### config.mk
export PLATFORM = sky130hd
export DESIGN_NAME = xlr8_pwm_multi
export DESIGN_NICKNAME = d
export VERILOG_FILES = /design/src/rtl/xlr8_pwm_multi.sv
export SDC_FILE = /design/constraint.sdc
export NUM_CORES = 1
export LEC_CHECK = 0
export BUFFER_PORTS_ARGS = -buffer_cell sky130_fd_sc_hd__buf_2
export CAP_MARGIN = 20
export CORE_ASPECT_RATIO = 0.8
export CORE_UTILIZATION = 30
export DETAILED_ROUTE_END_ITERATION = 12
export PLACE_DENSITY = 0.42
export SYNTH_ARGS = -nofsm -noshare
export SYNTH_HDL_FRONTEND = slang
export SYNTH_SLANG_ARGS = --single-unit
### constraint.sdc
create_clock -name clk -period 6.65 [get_ports clk]
set_input_delay 1.33 -clock clk [delete_from_list [all_inputs] [get_ports clk]]
set_output_delay 1.33 -clock clk [all_outputs]
set_load 0.01 [all_outputs]
### src/rtl/xlr8_pwm_multi.sv
// Multi-channel PWM XB: NUM_CH channels of WIDTH-bit, double-buffered duty/period, per-channel enables.
// Latency: register writes land on the strobe edge; reads are combinational; pwm_out lags cnt by one clock.
// Backpressure: none; the core bus never stalls, every access completes in its own cycle.
//
// Ports:
//   clk, nrst        core clock, asynchronous active-low reset
//   en16mhz          counter clock enable
//   ramadr/ramre/ramwe/dm_sel/dbus_in   core data-memory bus (low 8 address bits)
//   dbusout/out_en   read data back to the XB slave mux (dbusout is 0 when out_en is 0)
//   pwm_out/pwm_en   per-channel waveform and pin override enable
//
// Register map (offsets from BASE_ADR):
//   +0 CTRL  [7] EN  [6] UPD (write-only, reads 0)  [5] CENTER (optional)  [3:0] CH
//   +1 DUTYL  +2 DUTYH  +3 PERL  +4 PERH  (staging, bits above WIDTH read 0)
//   +5 CHEN   channel enable mask (only the low 8 channels are reachable through this byte)
//
// Optional feature: define XLR8_PWM_CENTER_ALIGNED_EN to add up/down (center-aligned)
// counting selected by CTRL[5]. Without it CTRL[5] reads 0 and the counter is edge-aligned only.

module xlr8_pwm_multi #(
  parameter int         NUM_CH   = 4,
  parameter int         WIDTH    = 16,
  parameter logic [7:0] BASE_ADR = 8'hE0
) (
  input  logic              clk,
  input  logic              nrst,
  input  logic              en16mhz,
  input  logic [7:0]        ramadr,
  input  logic              ramre,
  input  logic              ramwe,
  input  logic              dm_sel,
  input  logic [7:0]        dbus_in,
  output logic [7:0]        dbusout,
  output logic              out_en,
  output logic [NUM_CH-1:0] pwm_out,
  output logic [NUM_CH-1:0] pwm_en
);

  localparam int CHEN_W = (NUM_CH < 8) ? NUM_CH : 8;

  // Bus decode. Subtracting the base lets one compare cover the whole window.
  logic [7:0] adr_off;
  logic       hit;
  logic       wr;
  logic       rd;
  logic       upd;

  assign adr_off = ramadr - BASE_ADR;
  assign hit     = (adr_off < 8'd6);
  assign wr      = dm_sel & ramwe & hit;
  assign rd      = dm_sel & ramre & hit;
  assign upd     = wr && (adr_off[2:0] == 3'd0) && dbus_in[6];

  // Programmer-visible registers
  logic             ctrl_en;
  logic [3:0]       ctrl_ch;
  logic [WIDTH-1:0] duty_stage;
  logic [WIDTH-1:0] per_stage;
  logic [NUM_CH-1:0] chen;
  logic             center_rd;

`ifdef XLR8_PWM_CENTER_ALIGNED_EN
  logic ctrl_center;
  logic cnt_up;
  logic up_nxt;
  assign center_rd = ctrl_center;
`else
  assign center_rd = 1'b0;
`endif

  // Double buffer: shadow holds committed values, active is what the compare uses.
  logic [WIDTH-1:0] per_shadow;
  logic [WIDTH-1:0] per_active;
  logic [WIDTH-1:0] duty_shadow [NUM_CH];
  logic [WIDTH-1:0] duty_active [NUM_CH];

  logic [WIDTH-1:0] cnt;
  logic [WIDTH-1:0] cnt_nxt;
  logic             xfer;

  always_ff @(posedge clk or negedge nrst) begin
    if (!nrst) begin
      ctrl_en    <= 1'b0;
      ctrl_ch    <= '0;
      duty_stage <= '0;
      per_stage  <= '0;
      chen       <= '0;
`ifdef XLR8_PWM_CENTER_ALIGNED_EN
      ctrl_center <= 1'b0;
`endif
    end else if (wr) begin
      case (adr_off[2:0])
        3'd0: begin
          ctrl_en <= dbus_in[7];
          ctrl_ch <= dbus_in[3:0];
`ifdef XLR8_PWM_CENTER_ALIGNED_EN
          ctrl_center <= dbus_in[5];
`endif
        end
        3'd1: duty_stage[7:0]       <= dbus_in;
        3'd2: duty_stage[WIDTH-1:8] <= dbus_in[WIDTH-9:0];
        3'd3: per_stage[7:0]        <= dbus_in;
        3'd4: per_stage[WIDTH-1:8]  <= dbus_in[WIDTH-9:0];
        3'd5: chen[CHEN_W-1:0]      <= dbus_in[CHEN_W-1:0];
        default: ;
      endcase
    end
  end

  // UPD commit: period always; duty only to the channel named in the same write.
  // A CH value beyond NUM_CH matches no channel, so only the period moves.
  always_ff @(posedge clk or negedge nrst) begin
    if (!nrst) begin
      per_shadow <= '0;
      for (int i = 0; i < NUM_CH; i++) duty_shadow[i] <= '0;
    end else if (upd) begin
      per_shadow <= per_stage;
      for (int i = 0; i < NUM_CH; i++) begin
        if (dbus_in[3:0] == 4'(i)) duty_shadow[i] <= duty_stage;
      end
    end
  end

  // Counter next-state. xfer marks the edges where shadow -> active; because
  // active samples the pre-edge shadow, an UPD on a wrap edge waits one period.
  always_comb begin
    cnt_nxt = cnt;
    xfer    = 1'b0;
`ifdef XLR8_PWM_CENTER_ALIGNED_EN
    up_nxt  = cnt_up;
`endif
    if (!ctrl_en) begin
      cnt_nxt = '0;
      xfer    = 1'b1;
`ifdef XLR8_PWM_CENTER_ALIGNED_EN
      up_nxt  = 1'b0;
`endif
    end else if (en16mhz) begin
`ifdef XLR8_PWM_CENTER_ALIGNED_EN
      if (ctrl_center) begin
        // cnt_up=0 at cnt=0 is the bottom turnaround (and the start state).
        if (!cnt_up) begin
          if (cnt == '0) begin
            xfer = 1'b1;
            if (per_shadow != '0) begin
              cnt_nxt = WIDTH'(1);
              up_nxt  = 1'b1;
            end
          end else begin
            cnt_nxt = cnt - WIDTH'(1);
          end
        end else if (cnt >= per_active) begin
          cnt_nxt = cnt - WIDTH'(1);
          up_nxt  = 1'b0;
        end else begin
          cnt_nxt = cnt + WIDTH'(1);
        end
      end else begin
        up_nxt = 1'b0;
`endif
        if (cnt == per_active) begin
          cnt_nxt = '0;
          xfer    = 1'b1;
        end else begin
          cnt_nxt = cnt + WIDTH'(1);
        end
`ifdef XLR8_PWM_CENTER_ALIGNED_EN
      end
`endif
    end
  end

  always_ff @(posedge clk or negedge nrst) begin
    if (!nrst) begin
      cnt        <= '0;
      per_active <= '0;
      for (int i = 0; i < NUM_CH; i++) duty_active[i] <= '0;
`ifdef XLR8_PWM_CENTER_ALIGNED_EN
      cnt_up     <= 1'b0;
`endif
    end else begin
      cnt <= cnt_nxt;
`ifdef XLR8_PWM_CENTER_ALIGNED_EN
      cnt_up <= up_nxt;
`endif
      if (xfer) begin
        per_active <= per_shadow;
        for (int i = 0; i < NUM_CH; i++) duty_active[i] <= duty_shadow[i];
      end
    end
  end

  // Registered compare: duty=0 never high, duty>per always high.
  always_ff @(posedge clk or negedge nrst) begin
    if (!nrst) begin
      pwm_out <= '0;
      pwm_en  <= '0;
    end else begin
      for (int i = 0; i < NUM_CH; i++) begin
        pwm_out[i] <= ctrl_en & chen[i] & (cnt < duty_active[i]);
      end
      pwm_en <= ctrl_en ? chen : '0;
    end
  end

  // Read mux
  always_comb begin
    dbusout = 8'h00;
    if (rd) begin
      case (adr_off[2:0])
        3'd0: dbusout = {ctrl_en, 1'b0, center_rd, 1'b0, ctrl_ch};
        3'd1: dbusout = duty_stage[7:0];
        3'd2: dbusout[WIDTH-9:0] = duty_stage[WIDTH-1:8];
        3'd3: dbusout = per_stage[7:0];
        3'd4: dbusout[WIDTH-9:0] = per_stage[WIDTH-1:8];
        3'd5: dbusout[CHEN_W-1:0] = chen[CHEN_W-1:0];
        default: dbusout = 8'h00;
      endcase
    end
  end

  assign out_en = rd;

endmodule
### After elaboration in Yosys (flattened, before gate mapping)

Index checks and enable logic that the tools add are counted.

* logic and storage cells: 73
* register bits: 225
* output and inout bits: 17

* equality and inequality tests: 10
* mux-type cells: 10
* order comparisons: 5
* reductions and logical operators: 14
* bitwise logic cells: 12
* add/subtract/negate cells: 2

Operators by type and width (number)
* $lt A16 B16 Y1: 4
* $mux W16: 3
* $pmux W4 S6: 1
* $pmux W4 S5: 1
* $reduce_and A2 Y1: 10
* $add A16 B1 Y16 const B: 1
* $eq A16 B16 Y1: 1
* $and A1 B1 Y1: 12
* $eq A4 B2 Y1 const B: 2
* $lt A8 B3 Y1 const B: 1
* $mux W8: 1
* $sub A8 B8 Y8 const B: 1
* $eq A3 B2 Y1 const B: 2
* $eq A3 B3 Y1 const B: 2
* $eq A4 B1 Y1 const B: 1
* $logic_not A4 Y1: 1
* $mux W4: 1
* $eq A3 B1 Y1 const B: 1
* $logic_not A3 Y1: 1
* $mux W1: 3
* $logic_and A1 B1 Y1: 2
* $ne A2 B2 Y1 const B: 1

### Depth between registers and ports, before layout

* depth after elaboration: 6
* depth in mapped cells: 8
* gate-level depth less buffers: 7

### Worst setup path before layout

OpenSTA, ideal clock, no wires.

* path kind: input -> output
* start: input port ramadr[0]
* end: output port dbusout[0]
* arrival time: 2.418 ns
* stages on the path: 6
* slack: 2.902 ns
* path through: buf_2 > buf_2 > nor2b_1 > a21oi_1 > o22a_1 > nor2_1

* word-level cells in the longest chain between the ends: 4
* elaborated cells between the ends (all ways): 11
* classes of those cells: 1 x add/sub; 1 x order compare; 5 x eq/ne; 2 x mux; 1 x bitwise; 1 x reduce/logical

RTL lines
* start: declaration: RTL line 28 `input logic [7:0] ramadr,`
* $sub A8 B8 Y8 (*): RTL line 48 `assign adr_off = ramadr - BASE_ADR;`
* $lt A8 B3 Y1, or another cell as far along: RTL line 49 `assign hit = (adr_off < 8'd6);`
* $and A1 B1 Y1 / $pmux W4 S6 (equally long branches): RTL line 51, 210
* $mux W8 (*): RTL line 209 `if (rd) begin`
* end: declaration: RTL line 33 `output logic [7:0] dbusout,`

Mark *: on every way between the ends. The rest lies on a longest branch, timed or not.

### Worst setup path after layout

* start: register cnt[8]
* end: register duty_active[32] (netlist name)

* word-level cells in the longest chain between the ends: 4

RTL lines
* start: declaration: RTL line 77 `logic [WIDTH-1:0] cnt;`
* start signal: assignment: RTL line 182 `cnt <= cnt_nxt;`
* $eq A16 B16 Y1: RTL line 161 `if (cnt == per_active) begin`
* $mux W1: RTL line 161
* $mux W1: RTL line 138 `end else if (en16mhz) begin`
* $mux W1: RTL line 132 `if (!ctrl_en) begin`
* end: declaration: RTL line 75 `logic [WIDTH-1:0] duty_active [NUM_CH];`

No other way between the ends.
A chain may end at the register's enable or synchronous reset.

==> results.tsv <==
stage	metric	value	unit
critical_path	crit_slowest_cell	o21ai_4	
floorplanning	die-area	36600	um^2
yosys	synth.avg_cell_area	12.83	um^2
clock_tree	cts_made_buffers	24	
finish	syn_to_final_growth	14.46	%
routing	vias_per_cell	4.750	
job	drv_cap	0	
yosys	ys_seq_elements	225	
finish	drive_above_1_share	0.3118	
pwr	vdd_drop_max	132.9	uV
clock_tree	clock_latency	0.53	ns
timing	setup_tns	0	ns
yosys	synth.top_cell.area_share	0.5238	
critical_path	cp_slowest_stage_delay	0.97	ns
timing	whs	0.4770	ns
placed_design	place_congestion	0.7527	
routing	drt-initial-drc-count	417	
grt	use_met3	0.02428	
placed_design	dp_hpwl	18430	um
grt	grt_pass1_vias	6531	
pwr	p_leak	6.111	nW
routing	drt_wl_total	27690	um
clock_tree	post-cts-setup-buffers	0	
critical_path	cp-end-kind	flop	
yosys	ys_warn_count	0	
timing	maxSlewHeadroom	0.3268	
clock_tree	clkTransAtPathRegs	0.07	ns
floorplanning	initial_utilization	0.3068	
critical_path	path_buf_inv	1	
timing	max_freq	0.2442	GHz
critical_path	critical_path.startpoint_type	flop	
min_path	hp-class	reg -> reg	
run_status	status	finished clean	
timing	skew	0.01739	ns
floorplanning	core_area	35030	um^2
clock_tree	hold_buffers	0	
timing	fin_crit_sh	0.6158	
yosys	synth.cell_area	10750	um^2
clock_tree	cts_sinks	225	
yosys	synth_edf_count	0	
yosys	synthArstFlopShare	1.000	
clock_tree	cts.path.max_buffers	3	
critical_path	crit_arrival	4.50	ns
routing	routedWlPerCell	20.18	um
timing	worstMarginPinSlew	1.001	ns
routing	antenna_left	0	
clock_tree	htreeDepth	1	
yosys	synthTopCellsByArea	dfrtp_1, mux2_2, ha_1	
timing	min_period	4.095	ns
routing	vias	6517	
grt	grt.overflow.total	0	
yosys	yosys.cell_types.count	49	
timing	setup_violations	0	
clock_tree	ctsResizeCount	0	
timing	slew_violations	0	
floorplanning	fp-row-count	61	
yosys	synthFlopType	dfrtp_1	
clock_tree	cts_tree	built	
critical_path	cp_cell_sequence	xor2_1 > nor4_1 > nand4_1 > o21ai_4 > buf_12 > mux2_2	
floorplanning	die_w	213.6	um
critical_path	crit_type	reg -> reg	
floorplanning	io_pins	39	
grt	grt.total_usage	0.1585	
yosys	synth_nets	922	
routing	route.detailed.drc	0	
grt	grt-busiest-layer	met1	
grt	grt_start_max_net_pins	111	
yosys	ys_seq_area_frac	0.5238	
critical_path	crit_family	simple AND/OR/NAND/NOR gates	
timing	rsz0062_at_grt	false	
grt	met1_usage	0.2561	
pwr	powerDensity	236.4	nW/um^2
placed_design	portBuffers	38	
floorplanning	die_h	171.3	um
grt	antenna_found_initial	1	
routing	drt_first_pass_iters	5	
yosys	syn_inst	838	
grt	globalRouteMet2Util	0.2173	
clock_tree	clockRootBuffer	clkbuf_16	
grt	grt_pass1_wl	42590	um
critical_path	required	7.05	ns
finish	nets	964	
critical_path	critPathMaxFanout	64	
timing	hold_violations	0	
yosys	synth_top_area_cell	dfrtp_1	
[metal layers]
| metal | vias up | part of all wire |
|---|---|---|
| met2 | 87 | 0.40 |
| met3 | 30 | 0.035 |
| met1 | 3321 | 0.55 |
| li1 | 3079 | - |
| met4 | 0 | 0.018 |
| met5 | - | 0 |
[flip-flops by register name, summed over array words and instances (netlist names), 16 cells and up]
register,count
duty_active,64
duty_shadow,64
per_active,16
per_shadow,16
per_stage,16
cnt,16
duty_stage,16
[cells by family after synthesis]
group | count (synthesis) | synth area share
xor+xnor | 24 | 0.01956
compound gates | 85 | 0.05133
flops | 225 | 0.5238
buf+inv | 96 | 0.03748
simple gates | 133 | 0.07089
fa+ha+maj | 62 | 0.07217
mux | 213 | 0.2248
[cells in the final DEF (no fill, tap or decap), types with 7 or more instances in the layout]
master / instances
nand3_1: 8
clkbuf_16: 25
mux2_1: 23
o21ai_0: 12
nor4_1: 8
dfrtp_1: 225
a21o_1: 20
nand2b_1: 7
buf_2: 37
a21oi_1: 24
ha_1: 62
nor2b_1: 7
xor2_1: 18
nor2_1: 35
nand4_1: 21
mux2_2: 184
nand2_1: 16
inv_1: 68
[worst paths after layout]
path	from	to	slack, ns	cells after the start
worst max-delay path	cnt[8]	duty_active[32]	2.55	6
max in group asynchronous	nrst	duty_shadow[58]	4.47	2
min in group asynchronous	nrst	duty_active[42]	0.80	1
worst min register to register	duty_shadow[55]	duty_active[55]	0.48	1
worst min-delay path	duty_shadow[55]	duty_active[55]	0.48	1
worst max register to register	cnt[8]	duty_active[32]	2.55	6
[metrics by stage]
step	setup WS [ns]	area [um^2]	instances	utilization	total power, mW
finish	2.555	12300	1372	0.3512	2.908
global route	2.325	12300	1370	0.3510	3.006
CTS	2.580	12300	1370	0.3510	2.958
floorplan	2.902	10750	838	-	1.435
global placement	2.442	11450	1326	0.3269	1.495
detailed placement	2.407	11450	1326	0.3269	1.494
[synth_stat cells, drive strengths merged (13+ instances only)]
cell type	number
nand4	22
mux2	207
nor2	38
nand2	16
ha	62
a21o	20
dfrtp	225
xor2	18
a21oi	24
inv	68
o21ai	13
buf	20
[area by class of cell]
cell class              count  area, um^2
diodes                      2       5.005
clock inverters             9       122.6
inverters                  70       262.8
clock buffers              35       723.2
well taps                 472       590.6
repair buffers             42       242.7
multi-input cells         517        4726
flip-flops and latches    225        5630
fillers                  3489       22730
[where the power goes]
| group | leakage (nW) | total (mW) | switching (mW) | internal (mW) |
|---|---|---|---|---|
| combinational | 2.55 | 0.0765 | 0.0565 | 0.0200 |
| sequential | 3.14 | 1.39 | 0.0146 | 1.38 |
| clock | 0.418 | 1.44 | 0.572 | 0.869 |
| total | 6.11 | 2.91 | 0.643 | 2.26 |
No activity file was read; power rests on OpenSTA's default activity.
